--- config.mk ---
export PLATFORM = sky130hd
export DESIGN_NAME = braille_key_ctrl
export DESIGN_NICKNAME = d
export VERILOG_FILES = /design/src/rtl/braille_key_ctrl.sv
export SDC_FILE = /design/constraint.sdc
export NUM_CORES = 1
export LEC_CHECK = 0
export CAP_MARGIN = 20
export CORE_ASPECT_RATIO = 0.8
export CORE_MARGIN = 10
export CORE_UTILIZATION = 50
export CTS_CLUSTER_SIZE = 24
export DETAILED_ROUTE_END_ITERATION = 8
export GPL_TIMING_DRIVEN = 0
export PLACE_DENSITY = 0.76
export SLEW_MARGIN = 10
export SYNTH_ARGS = -nofsm -noshare
export SYNTH_HDL_FRONTEND = slang
export SYNTH_SLANG_ARGS = --single-unit
--- constraint.sdc ---
create_clock -name clk -period 2.7 [get_ports clk]
set_input_delay 0.27 -clock clk [delete_from_list [all_inputs] [get_ports clk]]
set_output_delay 0.27 -clock clk [all_outputs]
set_load 0.01 [all_outputs]
--- src/rtl/braille_key_ctrl.sv ---
// rtl/braille_key_ctrl.sv - Braille key sequencer: composes 6-dot cells and issues cell/command transactions
//
// Purpose:
//   Turns debounced one-pulse button events (six dots, enter, backspace, clear)
//   into Braille cell and command transactions on a valid/ready interface.
//   Simultaneous events are arbitrated clear > back > enter > dots. A composed
//   cell is committed on enter, or automatically after TIMEOUT_CYCLES idle
//   cycles in COMPOSE.
//
// Ports:
//   clk        system clock
//   reset_n    asynchronous active-low reset
//   i_dot      one-cycle dot key pulses, bit k = dot k+1
//   i_enter    one-cycle commit pulse
//   i_back     one-cycle backspace pulse
//   i_clear    one-cycle clear pulse
//   i_ready    downstream accepts the pending transaction
//   o_valid    transaction pending
//   o_cmd      transaction type: 0 = CELL, 1 = BACK, 2 = CLEAR
//   o_data     cell pattern, 0 for non-CELL transactions
//   o_pattern  live composing pattern (LED preview)
//   o_drop     one-cycle pulse when an event arriving during SEND is discarded
module braille_key_ctrl #(
    parameter int TIMEOUT_CYCLES = 50_000_000,
    parameter int CNT_W          = $clog2(TIMEOUT_CYCLES)
) (
    input  logic       clk,
    input  logic       reset_n,
    input  logic [5:0] i_dot,
    input  logic       i_enter,
    input  logic       i_back,
    input  logic       i_clear,
    input  logic       i_ready,
    output logic       o_valid,
    output logic [1:0] o_cmd,
    output logic [5:0] o_data,
    output logic [5:0] o_pattern,
    output logic       o_drop
);

    typedef enum logic [1:0] {
        ST_IDLE    = 2'd0,
        ST_COMPOSE = 2'd1,
        ST_SEND    = 2'd2
    } state_t;

    localparam logic [1:0] CMD_CELL  = 2'd0;
    localparam logic [1:0] CMD_BACK  = 2'd1;
    localparam logic [1:0] CMD_CLEAR = 2'd2;

    // The commit fires when the counter holds this value, so it never wraps.
    localparam logic [CNT_W-1:0] CNT_LAST = CNT_W'(TIMEOUT_CYCLES - 1);

    state_t           state_q, state_d;
    logic [5:0]       pattern_q, pattern_d;
    logic [CNT_W-1:0] cnt_q, cnt_d;
    logic             valid_q, valid_d;
    logic [1:0]       cmd_q, cmd_d;
    logic [5:0]       data_q, data_d;
    logic             drop_q, drop_d;

    logic             any_dot;
    logic             any_evt;
    logic [5:0]       toggled;
    logic             send_en;
    logic [1:0]       send_cmd;
    logic [5:0]       send_data;

    assign any_dot = |i_dot;
    assign any_evt = any_dot | i_enter | i_back | i_clear;
    assign toggled = pattern_q ^ i_dot;

    always_comb begin
        state_d   = state_q;
        pattern_d = pattern_q;
        cnt_d     = cnt_q;
        valid_d   = valid_q;
        cmd_d     = cmd_q;
        data_d    = data_q;
        drop_d    = 1'b0;
        send_en   = 1'b0;
        send_cmd  = CMD_CELL;
        send_data = 6'd0;

        case (state_q)
            ST_IDLE: begin
                cnt_d = '0;
                if (i_clear) begin
                    send_en  = 1'b1;
                    send_cmd = CMD_CLEAR;
                end else if (i_back) begin
                    send_en  = 1'b1;
                    send_cmd = CMD_BACK;
                end else if (i_enter) begin
                    // Enter on an empty cell commits a space.
                    send_en  = 1'b1;
                    send_cmd = CMD_CELL;
                end else if (any_dot) begin
                    pattern_d = i_dot;
                    state_d   = ST_COMPOSE;
                end
            end

            ST_COMPOSE: begin
                if (i_clear) begin
                    send_en  = 1'b1;
                    send_cmd = CMD_CLEAR;
                end else if (i_back) begin
                    pattern_d = 6'd0;
                    cnt_d     = '0;
                    state_d   = ST_IDLE;
                end else if (i_enter) begin
                    send_en   = 1'b1;
                    send_cmd  = CMD_CELL;
                    send_data = pattern_q;
                end else if (any_dot) begin
                    pattern_d = toggled;
                    cnt_d     = '0;
                    if (toggled == 6'd0) begin
                        state_d = ST_IDLE;
                    end
                end else if (cnt_q == CNT_LAST) begin
                    send_en   = 1'b1;
                    send_cmd  = CMD_CELL;
                    send_data = pattern_q;
                end else begin
                    cnt_d = cnt_q + CNT_W'(1);
                end
            end

            ST_SEND: begin
                // Every event here is lost, including one in the transfer cycle.
                drop_d = any_evt;
                if (valid_q && i_ready) begin
                    valid_d = 1'b0;
                    cmd_d   = CMD_CELL;
                    data_d  = 6'd0;
                    state_d = ST_IDLE;
                end
            end

            default: begin
                state_d   = ST_IDLE;
                pattern_d = 6'd0;
                cnt_d     = '0;
                valid_d   = 1'b0;
                cmd_d     = CMD_CELL;
                data_d    = 6'd0;
            end
        endcase

        if (send_en) begin
            valid_d   = 1'b1;
            cmd_d     = send_cmd;
            data_d    = send_data;
            pattern_d = 6'd0;
            cnt_d     = '0;
            state_d   = ST_SEND;
        end
    end

    always_ff @(posedge clk or negedge reset_n) begin
        if (!reset_n) begin
            state_q   <= ST_IDLE;
            pattern_q <= 6'd0;
            cnt_q     <= '0;
            valid_q   <= 1'b0;
            cmd_q     <= CMD_CELL;
            data_q    <= 6'd0;
            drop_q    <= 1'b0;
        end else begin
            state_q   <= state_d;
            pattern_q <= pattern_d;
            cnt_q     <= cnt_d;
            valid_q   <= valid_d;
            cmd_q     <= cmd_d;
            data_q    <= data_d;
            drop_q    <= drop_d;
        end
    end

    assign o_valid   = valid_q;
    assign o_cmd     = cmd_q;
    assign o_data    = data_q;
    assign o_pattern = pattern_q;
    assign o_drop    = drop_q;

endmodule

=== Yosys cells after proc, flatten, opt, wreduce, memory -nomap -nowiden ===
Cells that the tools add are included.

* $add $sub $neg: 1
* Bitwise logic cells: 4
* Mux-type cells: 57
* Reductions and logical operators: 9
* Eq/ne operators: 15

{| class="wikitable"
|+ Operators with widths
! cell !! number
|-
| $mux W26 || 6
|-
| $mux W6 || 17
|-
| $pmux W26 S2 || 1
|-
| $mux W2 || 14
|-
| $add A26 B1 Y26 const B || 1
|-
| $eq A26 B26 Y1 const B || 1
|-
| $ne A3 B3 Y1 const B || 6
|-
| $pmux W6 S3 || 1
|-
| $mux W1 || 12
|-
| $ne A4 B4 Y1 const B || 3
|-
| $pmux W6 S2 || 1
|-
| $reduce_and A9 Y1 || 1
|-
| $pmux W2 S2 || 2
|-
| $reduce_and A8 Y1 || 1
|-
| $logic_not A6 Y1 || 1
|-
| $pmux W2 S3 || 1
|-
| $reduce_or A6 Y1 || 1
|-
| $xor A6 B6 Y6 || 1
|-
| $ne A5 B5 Y1 const B || 1
|-
| $pmux W1 S2 || 2
|-
| $reduce_and A4 Y1 || 1
|-
| $or A1 B1 Y1 || 3
|-
| $eq A2 B1 Y1 const B || 1
|-
| $eq A2 B2 Y1 const B || 1
|-
| other kinds (6) || 6
|}

* Flip-flop bits (word level): 44
* Logic and storage cells: 93
* Output and inout bits: 16
* Bits of input ports: 12

=== Longest topological paths before layout ===
Gate-level depths: netlist of run 1.

* Depth after elaboration: 9
* Gate-level depth with buffers: 7
* Gate-level depth less buffers: 6

=== Worst setup path before layout of run 1 ===
Ideal clock, no wire load.

* Path type: flip-flop to flip-flop
* Start: register cnt_q[7]
* End: register cmd_q[1], in the netlist o_cmd[1]
* Slack: 478 ps
* Arrival: 2090 ps
* Buffers on the path: 0
* Stages on the path, launching flop included: 6
* Required time: 2568 ps
* Library setup time: 132 ps
* Period minus slack after synthesis: 2222 ps
* Cells stage by stage: dfrtp_1 -> or4_1 -> or4_4 -> or4_1 -> a31oi_1 -> o21ai_1

* Cells in the longest elaborated chain, start to end: 9
* Elaborated cells on any way between the ends: 11
* Those cells by class: eq/ne (3); mux (7); reduce/logical (1)

{| class="wikitable"
|+ RTL lines
! element !! RTL line !! source
|-
| from (decl) || 56 || <nowiki>logic [CNT_W-1:0] cnt_q, cnt_d;</nowiki>
|-
| from (signal assigned) || 174 || <nowiki>cnt_q <= cnt_d;</nowiki>
|-
| $eq A26 B26 Y1 * || 122 || <nowiki>end else if (cnt_q == CNT_LAST) begin</nowiki>
|-
| $mux W1 * || 122 ||
|-
| $mux W1 * || 116 || <nowiki>end else if (any_dot) begin</nowiki>
|-
| $mux W1 * || 112 || <nowiki>end else if (i_enter) begin</nowiki>
|-
| $mux W1 * || 108 || <nowiki>end else if (i_back) begin</nowiki>
|-
| $mux W1 * || 105 || <nowiki>if (i_clear) begin</nowiki>
|-
| $pmux W1 S2 * || 85 || <nowiki>case (state_q)</nowiki>
|-
| $ne A3 B3 Y1 (no source line) or $ne A2 B1 Y1 (tied branches) || - ||
|-
| $reduce_and A2 Y1 (no source line) || - ||
|-
| to (signal assigned) || 176 || <nowiki>cmd_q <= cmd_d;</nowiki>
|-
| to (decl) || 58 || <nowiki>logic [1:0] cmd_q, cmd_d;</nowiki>
|}

Mark *: on every way between the ends. The rest lies on a longest branch, timed or not.
A chain may end at the register's enable or synchronous reset.

=== Worst setup path in the final report of run 1 ===
* Start: register cnt_q[7]
* End: register cnt_q[24]

* Cells in the longest elaborated chain, start to end: 9
* Elaborated cells on any way between the ends: 20
* Those cells by class: add/sub (1); eq/ne (5); mux (13); reduce/logical (1)

{| class="wikitable"
|+ RTL lines
! element
|-
| parallel branches: the longest is 9 deep, another holds $add A26 B1 Y26
|}

Several ways; the timed one is not identified. The select of a mux whose other input is x is not followed.

==> results of run 1 <==
-- cells by family after synthesis --
logic type | after synthesis
flip-flops | 44
AND/OR/NAND/NOR | 121
XOR/XNOR | 27
buffers and inverters | 10
adder cells (fa/ha/maj) | 1
multiplexers | 1
AO/OA/AOI/OAI | 44
-- cells in the final DEF (no fill, tap or decap), types with 5 or more instances in the layout --
| cell type | count |
|---|---|
| a21oi_1 | 5 |
| xor2_1 | 18 |
| clkdlybuf4s50_1 | 26 |
| clkbuf_8 | 5 |
| nand4_1 | 9 |
| dfrtp_1 | 44 |
| xnor2_1 | 9 |
| and3_1 | 8 |
| nand3_1 | 8 |
| nand2_1 | 23 |
| a22o_1 | 12 |
| nor2_1 | 41 |
| nor3_1 | 7 |
| clkbuf_1 | 5 |
| o21ai_0 | 19 |
-- stage by stage --
stage	utilization	hold WS [ns]
final	0.6193	0.4352
after global routing	0.6193	0.4693
after CTS	0.6182	0.4449
after detailed placement	0.5906	0.2313
after global placement	0.5873	0.4894
after floorplan	-	-0.02559
-- worst reg2reg max path, delay by kind of cell, from the launching register on --
| family | cells | cell delay (ns) |
|---|---|---|
| buffers and inverters | 1 | 0.20 |
| AND/OR/NAND/NOR | 4 | 1.39 |
| flip-flops | 1 | 0.41 |
| AO/OA/AOI/OAI | 1 | 0.36 |
-- repair_timing --
item / CTS / global route
hold buffers: 1 / 0
endpoints found under the setup margin: 0 / 0
endpoints found under the hold margin: 17 / 0
-- path summary, 6_finish.rpt --
check | startpoint | endpoint | slack (ns) | cells after the start
setup reg to reg | cnt_q[7] | cnt_q[24] | 0.23 | 6
min in group clk | o_cmd[0] | o_cmd[0] | 0.51 | 1
setup / recovery | cnt_q[7] | cnt_q[24] | 0.23 | 6
max in group asynchronous | reset_n | cnt_q[15] | 1.79 | 3
hold reg to reg | o_cmd[0] | o_cmd[0] | 0.51 | 1
hold / removal | reset_n | cnt_q[6] | 0.44 | 2
-- registers in the layout, indices dropped and copies added, names as in the netlist --
name	flops
cnt_q	26
o_pattern	6
o_valid	1
o_data	6
o_drop	1
o_cmd	2
state_q	2
-- power by group --
group	switching, uW	internal [uW]	leakage [uW]
sequential	93.1	732	0.000598
combinational	327	261	0.000570
clock	231	279	0.0000548
-- routing by layer --
metal / wire length, um / up-vias / share of wire / track usage
met2: 2248 / 35 / 0.43 / 0.2034
met5: 0 / - / 0 / 0
met3: 247 / 4 / 0.048 / 0.03963
li1: - / 960 / - / -
met4: 38 / 0 / 0.0073 / 0.03088
met1: 2663 / 920 / 0.51 / 0.2038
-- area by class of cell --
type / count / area (um2) / share of cell area
Multi-Input combinational cell: 194 / 1176 / 0.4181
Sequential cell: 44 / 1101 / 0.3915
Timing Repair Buffer: 30 / 300.3 / 0.1068
Tap cell: 60 / 75.07 / 0.02669
Clock buffer: 5 / 68.82 / 0.02447
Clock inverter: 3 / 46.29 / 0.01646
Buffer: 7 / 33.78 / 0.01201
Inverter: 3 / 11.26 / 0.004004
==> run summary, run 1 <==
Yosys warnings - 0
Post-synth ARST share - 1.000
Post-synthesis average cell area - 9.364 um2
Worst slew pin tran - 0.8005 ns
Total routed wirelength - 5198 um
Classification of the worst setup path - register to register
Dpl cell area - 2683 um2
Max cap viols - 0
First-pass GRT wire length - 8804 um
Fill count - 400
TNS Setup - 0 ns
Setup ws final - 0.2283 ns
Largest net degree at the start of global routing - 28
Post-synthesis register bit count - 44
Register area share after synthesis - 0.4741
DRT antenna net count - 0
GRT Overall Usage - 0.1408
Die W - 96.20 um
Total core area - 4542 um2
Leak pwr - 0.001222 uW
Post-synthesis mux area share - 0.004310
Xor/xnor share of the synthesized area - 0.1018
Layout cells sized above 1 - 0.06643
Port bufs - 27
CP delay by family, top - simple AND/OR/NAND/NOR gates
Simple-gate share of the synthesized area - 0.2683
Largest family of logic cells by synthesized area - simple AND/OR/NAND/NOR gates
Crit-path max FO - 10
Total number of vias - 1919
Post-synth cell types - 38
Vias per cell - 5.546
Clock Root Buffer - clkbuf_8
Clock sinks - 44
Synth Flop Type - dfrtp_1
Hold Path Class - input port to asynchronous set/reset pin
Worst path slowest cell - or4_1
Crit path capture type - register
CTS tree - yes
Diode count - 0
Vias in the first global route - 1777
Final Setup Violations - 0
Outcome - finished clean
Tcrit/Tclk final - 0.9154
Register clock-pin slew on the reported worst setup and hold paths - 0.09 ns
Number of DRC markers in iteration 0 - 139
CP peak stage delay - 0.55 ns
Final Hold Viols - 0
Worst IR Drop VDD - 504.2 uV
Cell area after synthesis - 2322 um2
PwrDens - 683.4 nW/um2
Number of buffers created by CTS - 5
Post-CTS Setup Inserts - 0
Critical Path RT - 2.88 ns
Synth top area share - 0.4741
Final instance area - 2813 um2
Maximum clock insertion buffer count - 2
Crit path cell chain - or4_1 > or4_4 > o2111ai_2 > and2_1 > buf_4 > nor2_1
Num ports - 28
First-pass iteration count of the detailed router - 4
Total gr overflow - 0
Initial Utilization - 0.5113
Post-synth top cells - 44 x dfrtp_1, 41 x nor2_1, 23 x nand2_1
Core Rows - 22
Fin nets - 298
RSZ-0062 raised after global routing - false
Synthesized instance count - 248
Area growth syn-to-layout - 21.12%
GPL Wtd Cong - 0.8629
Worst slew slack as a fraction of its limit - 0.4651
Initial antenna violation count - 0
Power Total - 1922 uW
Post-CTS Resized - 0
Buf/Inv on CP - 1
Post-DR wirelength/cell - 15.02 um
Worst Setup Start Kind - register
Clock insertion delay at the later pin of the skew report - 0.29 ns
Max-slew violations - 0
Most common cell in the synthesized netlist - dfrtp_1
Number of synthesized flops with an enable pin - 0
Die Ht - 80.96 um
Synth Area in Compound Gates - 0.1266
Die area - 7787 um2
Mapped Nets - 261
Synth Area in Adders - 0.005388
Placed Instances - 336
Clock skew - 0.008764 ns
Worst Path Arrival - 2.65 ns
FMAX - 0.4046 GHz
Post-layout min period - 2.472 ns
DP Worst Slack - 0.2508 ns
Final instance count without filler cells - 346
Top post-synthesis cells by area - dfrtp_1 47%, xor2_1 6.8%, nor2_1 6.6%
Htree depth - 2
Yosys top cell by area - dfrtp_1
Detailed Place HPWL - 3901 um
Drc violations - 0
(Power assumes the default switching activity.)
==> inputs of run 2 (changes only) <==
Clock period 2.7 ns to 2.42 ns, I/O delays scaled along.
==> run summary, run 2 (synthesized netlist as in run 1, its figures left out) <==
Maximum clock insertion buffer count - 2 (unchanged)
Post-DR wirelength/cell - 15.04 um (was 15.02 um)
Clock power share - 0.263 (was 0.265)
Detailed Place HPWL - 3901 um (unchanged)
Initial antenna violation count - 0 (unchanged)
Die Ht - 80.96 um (unchanged)
Fin nets - 300 (was 298)
Hold Path Class - input port to asynchronous set/reset pin (unchanged)
Register clock-pin slew on the reported worst setup and hold paths - 0.09 ns (about the same)
R2R Path End - o_cmd[1] (was cnt_q[24])
Port bufs - 27 (unchanged)
Final instance count without filler cells - 348 (was 346)
Largest net degree at the start of global routing - 28 (unchanged)
Worst path slowest cell - or4_4 (was or4_1)
Worst Path Arrival - 2.55 ns (was 2.65 ns)
Initial Utilization - 0.5113 (unchanged)
Total number of vias - 1951 (was 1919)
Htree depth - 2 (unchanged)
Area growth syn-to-layout - 23.01% (was 21.12%)
Total core area - 4542 um2 (unchanged)
Total gr overflow - 0 (unchanged)
Reg power frac - 0.429 (about the same)
FF-to-FF Start - cnt_q[7] (unchanged)
Register-to-Register Path Depth - 5 (was 6)
Worst slew pin tran - 0.8125 ns (was 0.8005 ns)
Num ports - 28 (unchanged)
Number of buffers created by CTS - 5 (unchanged)
Crit path capture type - register (unchanged)
First-pass iteration count of the detailed router - 4 (unchanged)
Drc violations - 0 (unchanged)
Crit path cell chain - or4_4 > or4_4 > or4_4 > a31oi_1 > o21ai_1 (was or4_1 > or4_4 > o2111ai_2 > and2_1 > buf_4 > nor2_1)
Die W - 96.20 um (unchanged)
Worst Setup Start Kind - register (unchanged)
Most frequent cells in the layout - 44 x dfrtp_1, 39 x nor2_1, 26 x clkdlybuf4s50_1, 23 x nand2_1, 19 x o21ai_0 (was 44 x dfrtp_1, 41 x nor2_1, 26 x clkdlybuf4s50_1, 23 x nand2_1, 19 x o21ai_0)
Top reg by flops - cnt_q (unchanged)
Leak pwr - 0.001238 uW (was 0.001222 uW)
Met1 Usage GRT - 0.2027 (was 0.2038)
P_sw - 729.6 uW (was 650.9 uW)
Post-layout min period - 2.381 ns (was 2.472 ns)
Crit-path max FO - 6 (was 10)
Number of DRC markers in iteration 0 - 152 (was 139)
GRT Overall Usage - 0.1404 (was 0.1408)
DRT antenna net count - 0 (unchanged)
Max-slew violations - 0 (unchanged)
Placed Instances - 336 (unchanged)
Switching part of the total - 0.3390 (was 0.3386)
Classification of the worst setup path - register to register (unchanged)
Met3 Use GR - 0.03963 (unchanged)
Most frequent CP cell - or4_4
Outcome - finished clean (unchanged)
Clock insertion delay at the later pin of the skew report - 0.30 ns (was 0.29 ns)
Worst slew slack as a fraction of its limit - 0.4571 (was 0.4651)
Core Rows - 22 (unchanged)
CTS tree - yes (unchanged)
Combinational power share - 0.308 (was 0.306)
PwrDens - 753.3 nW/um2 (was 683.4 nW/um2)
Layout cells sized above 1 - 0.09375 (was 0.06643)
Register-to-register setup slack - 0.04 ns (was 0.23 ns)
Max cap viols - 0 (unchanged)
Met2 Usage GRT - 0.2034 (unchanged)
Fill count - 390 (was 400)
Worst IR Drop VDD - 562.7 uV (was 504.2 uV)
Clock sinks - 44 (unchanged)
Final Hold Viols - 0 (unchanged)
Vias in the first global route - 1775 (was 1777)
Commonest non-fill, non-tap cell in the layout - dfrtp_1 (unchanged)
Area used by multi-input combinational logic - 1201 um2 (was 1176 um2)
FMAX - 0.4200 GHz (was 0.4046 GHz)
CP peak stage delay - 0.54 ns (was 0.55 ns)
First-pass GRT wire length - 8776 um (was 8804 um)
Critical Path RT - 2.59 ns (was 2.88 ns)
Vias per cell - 5.606 (was 5.546)
Die area - 7787 um2 (unchanged)
Power Total - 2152 uW (was 1922 uW)
GPL Wtd Cong - 0.8629 (unchanged)
CP delay by family, top - simple AND/OR/NAND/NOR gates (unchanged)
Buf/Inv on CP - 0 (was 1)
Max reg flops - 26 (unchanged)
Clock skew - 0.008088 ns (was 0.008764 ns)
Tcrit/Tclk final - 0.9838 (was 0.9154)
Final Setup Violations - 0 (unchanged)
Diode count - 0 (unchanged)
GRT Max-Usage Layer - met2 (was met1)
Internal - 1422 uW (was 1271 uW)
Clock Root Buffer - clkbuf_8 (unchanged)
Sequential Area - 1101 um2 (unchanged)
Total routed wirelength - 5235 um (was 5198 um)
## run 2: through the flow
| step | TNS [ns] | util | hold slack, ns | instance area [um2] | setup WS [ns] |
|---|---|---|---|---|---|
| 2_1_floorplan | 0 | - | -0.05359 | 2322 | 0.1979 |
| 3_3_place_gp | -0.5598 | 0.5873 | 0.4894 | 2668 | -0.01577 |
| 3_5_place_dp | -0.4634 | 0.5906 | 0.2033 | 2683 | -0.02916 |
| 4_1_cts | 0 | 0.6207 | 0.4169 | 2819 | 0.003387 |
| 5_1_grt | -0.01022 | 0.6289 | 0.4413 | 2856 | -0.01022 |
| 6_report | 0 | 0.6289 | 0.4086 | 2856 | 0.03923 |
## run 2: metal layers
metal / up-vias / part of all wire
li1: 966 / -
met1: 928 / 0.50
met2: 51 / 0.44
met3: 6 / 0.054
met4: 0 / 0.010
met5: - / 0
## run 2: power groups by stage
stage / Clock [uW] / Combinational (uW) / Sequential (uW)
2_1_floorplan: 0 / 332 / 945
3_3_place_gp: 0 / 644 / 931
3_5_place_dp: 0 / 658 / 933
4_1_cts: 582 / 665 / 919
5_1_grt: 613 / 741 / 938
6_report: 566 / 663 / 924
## run 2: what timing repair did
item | CTS | global route
hold buffers | 1 | 0
buffers inserted | 0 | 3
endpoints found under the hold margin | 17 | 0
resized for setup | 1 | 5
pin swaps | 0 | 1
setup endpoints to repair | 20 | 34
cloned | 0 | 0
## run 2: how the worst max path moves through the flow
stage / startpoint / end / slack, ns / depth (start not counted)
2_1_floorplan: cnt_q[7] / o_cmd[1] / 0.20 / 5
3_3_place_gp: reset_n / o_data[0] / -0.02 / 1
3_5_place_dp: cnt_q[7] / cnt_q[14] / -0.03 / 6
4_1_cts: cnt_q[7] / o_data[2] / 0.003 / 5
5_1_grt: cnt_q[7] / o_cmd[1] / -0.01 / 5
6_report: cnt_q[7] / o_cmd[1] / 0.04 / 5
## run 2: area by class of cell
| type | instances | area share |
|---|---|---|
| Clock inverter | 3 | 0.01621 |
| Sequential cell | 44 | 0.3855 |
| Tap cell | 60 | 0.02628 |
| Buffer | 6 | 0.01051 |
| Timing Repair Buffer | 33 | 0.1130 |
| Clock buffer | 5 | 0.02409 |
| Inverter | 3 | 0.003942 |
| Multi-Input combinational cell | 194 | 0.4205 |
==> inputs of run 3 (changes only) <==
Settings changed: CAP_MARGIN 20 to not set.
==> run summary, run 3 (synthesized netlist as in run 1, its figures left out) <==
Clock skew - 0.008642 ns (was 0.008088 ns)
Power Total - 2151 uW (was 2152 uW)
Tcrit/Tclk final - 0.9822 (was 0.9838)
First-pass iteration count of the detailed router - 4 (unchanged)
Register clock-pin slew on the reported worst setup and hold paths - 0.09 ns (about the same)
Commonest non-fill, non-tap cell in the layout - dfrtp_1 (unchanged)
Clock Root Buffer - clkbuf_8 (unchanged)
Core Rows - 22 (unchanged)
Hold Path Class - input port to asynchronous set/reset pin (unchanged)
Final Setup Violations - 0 (unchanged)
Die Ht - 80.96 um (unchanged)
Maximum clock insertion buffer count - 2 (unchanged)
R2R Path End - o_cmd[1] (unchanged)
Port bufs - 27 (unchanged)
FF-to-FF Start - cnt_q[7] (unchanged)
Total number of vias - 1934 (was 1951)
Number of buffers created by CTS - 5 (unchanged)
Top reg by flops - cnt_q (unchanged)
Initial antenna violation count - 0 (unchanged)
Fill count - 391 (was 390)
Die area - 7787 um2 (unchanged)
Detailed Place HPWL - 3901 um (unchanged)
Classification of the worst setup path - register to register (unchanged)
PwrDens - 754.4 nW/um2 (was 753.3 nW/um2)
Crit path capture type - register (unchanged)
Vias per cell - 5.573 (was 5.606)
Worst Path Arrival - 2.55 ns (about the same)
Worst IR Drop VDD - 563.1 uV (was 562.7 uV)
Worst path slowest cell - or4_4 (unchanged)
Total core area - 4542 um2 (unchanged)
Worst slew slack as a fraction of its limit - 0.2254 (was 0.4571)
Total routed wirelength - 5222 um (was 5235 um)
Max cap viols - 0 (unchanged)
Diode count - 0 (unchanged)
Clock insertion delay at the later pin of the skew report - 0.29 ns (was 0.30 ns)
Final Util - 0.6278 (was 0.6289)
Crit-path max FO - 6 (unchanged)
Worst slew pin tran - 1.151 ns (was 0.8125 ns)
Htree depth - 2 (unchanged)
Dpl cell area - 2683 um2 (unchanged)
Most frequent cells in the layout - 44 x dfrtp_1, 39 x nor2_1, 26 x clkdlybuf4s50_1, 23 x nand2_1, 19 x o21ai_0 (unchanged)
Fin nets - 299 (was 300)
Post-layout min period - 2.377 ns (was 2.381 ns)
Buf/Inv on CP - 0 (unchanged)
Crit path cell chain - or4_4 > or4_4 > or4_4 > a31oi_1 > o21ai_1 (unchanged)
Most frequent CP cell - or4_4 (unchanged)
Clock sinks - 44 (unchanged)
Initial Utilization - 0.5113 (unchanged)
Max reg flops - 26 (unchanged)
Register-to-Register Path Depth - 5 (unchanged)
First-pass GRT wire length - 8776 um (unchanged)
Register-to-register setup slack - 0.04 ns (about the same)
Die W - 96.20 um (unchanged)
Leak pwr - 0.001233 uW (was 0.001238 uW)
Area growth syn-to-layout - 22.79% (was 23.01%)
FMAX - 0.4207 GHz (was 0.4200 GHz)
Layout cells sized above 1 - 0.09059 (was 0.09375)
Post-DR wirelength/cell - 15.05 um (was 15.04 um)
Total gr overflow - 0 (unchanged)
GPL Wtd Cong - 0.8629 (unchanged)
CP peak stage delay - 0.54 ns (about the same)
DRT antenna net count - 0 (unchanged)
Drc violations - 0 (unchanged)
Vias in the first global route - 1775 (unchanged)
CP delay by family, top - simple AND/OR/NAND/NOR gates (unchanged)
Number of DRC markers in iteration 0 - 126 (was 152)
Critical Path RT - 2.59 ns (about the same)
Final Hold Viols - 0 (unchanged)
Max-slew violations - 0 (unchanged)
Final instance area - 2851 um2 (was 2856 um2)
CTS tree - yes (unchanged)
Num ports - 28 (unchanged)
Worst Setup Start Kind - register (unchanged)
GRT Overall Usage - 0.1404 (unchanged)
Largest net degree at the start of global routing - 28 (unchanged)
Outcome - finished clean (unchanged)
run 3: cell types whose count changed in the layout (fill, tap and decap cells not counted):
cell      change
clkbuf_2      -1
run 3: layout make-up:
cell class	count	area, um2	share of cell area
Buffer	6	30.03	0.01053
Clock buffer	5	68.82	0.02413
Clock inverter	3	46.29	0.01624
Inverter	3	11.26	0.003949
Multi-Input combinational cell	194	1201	0.4212
Sequential cell	44	1101	0.3861
Tap cell	60	75.07	0.02633
Timing Repair Buffer	32	317.8	0.1115
run 3: how the worst max path moves through the flow:
| stage | startpoint | endpoint | slack [ns] | cells after the start |
|---|---|---|---|---|
| finish | cnt_q[7] | o_cmd[1] | 0.04 | 5 |
| global route | cnt_q[7] | o_cmd[1] | -0.01 | 5 |
| CTS | cnt_q[7] | o_data[2] | 0.003 | 5 |
| detailed placement | cnt_q[7] | cnt_q[14] | -0.03 | 6 |
| global placement | reset_n | o_data[0] | -0.02 | 1 |
| floorplan | cnt_q[7] | o_cmd[1] | 0.20 | 5 |
run 3: repair_timing:
item / 4_1_cts / 5_1_grt
gates resized for setup: 1 / 5
hold buffers: 1 / 0
hold endpoints to repair: 17 / 0
buffers inserted: 0 / 3
setup endpoints to repair: 20 / 34
pin swaps: 0 / 1
run 3: through the flow:
stage               setup TNS (ns)  setup WS, ns  cells  hold slack, ns
finish                           0       0.04306    347          0.4085
global route              -0.01022      -0.01022    347          0.4413
CTS                              0      0.003387    345          0.4169
detailed placement         -0.4634      -0.02916    336          0.2033
global placement           -0.5598      -0.01577    335          0.4894
floorplan                        0        0.1979    248        -0.05359
run 3: per-layer routing:
| metal | up-vias | part of all wire | global-route usage | routed length [um] |
|---|---|---|---|---|
| met1 | 914 | 0.49 | 0.2027 | 2541 |
| met5 | - | 0 | 0 | 0 |
| met2 | 54 | 0.43 | 0.2034 | 2266 |
| met3 | 6 | 0.069 | 0.03963 | 358 |
| met4 | 0 | 0.011 | 0.03088 | 56 |
| li1 | 960 | - | - | - |
run 3: where the power goes:
group | switching, uW | internal, uW
sequential | 108 | 816
clock | 255 | 311
combinational | 366 | 295
total | 729 | 1420
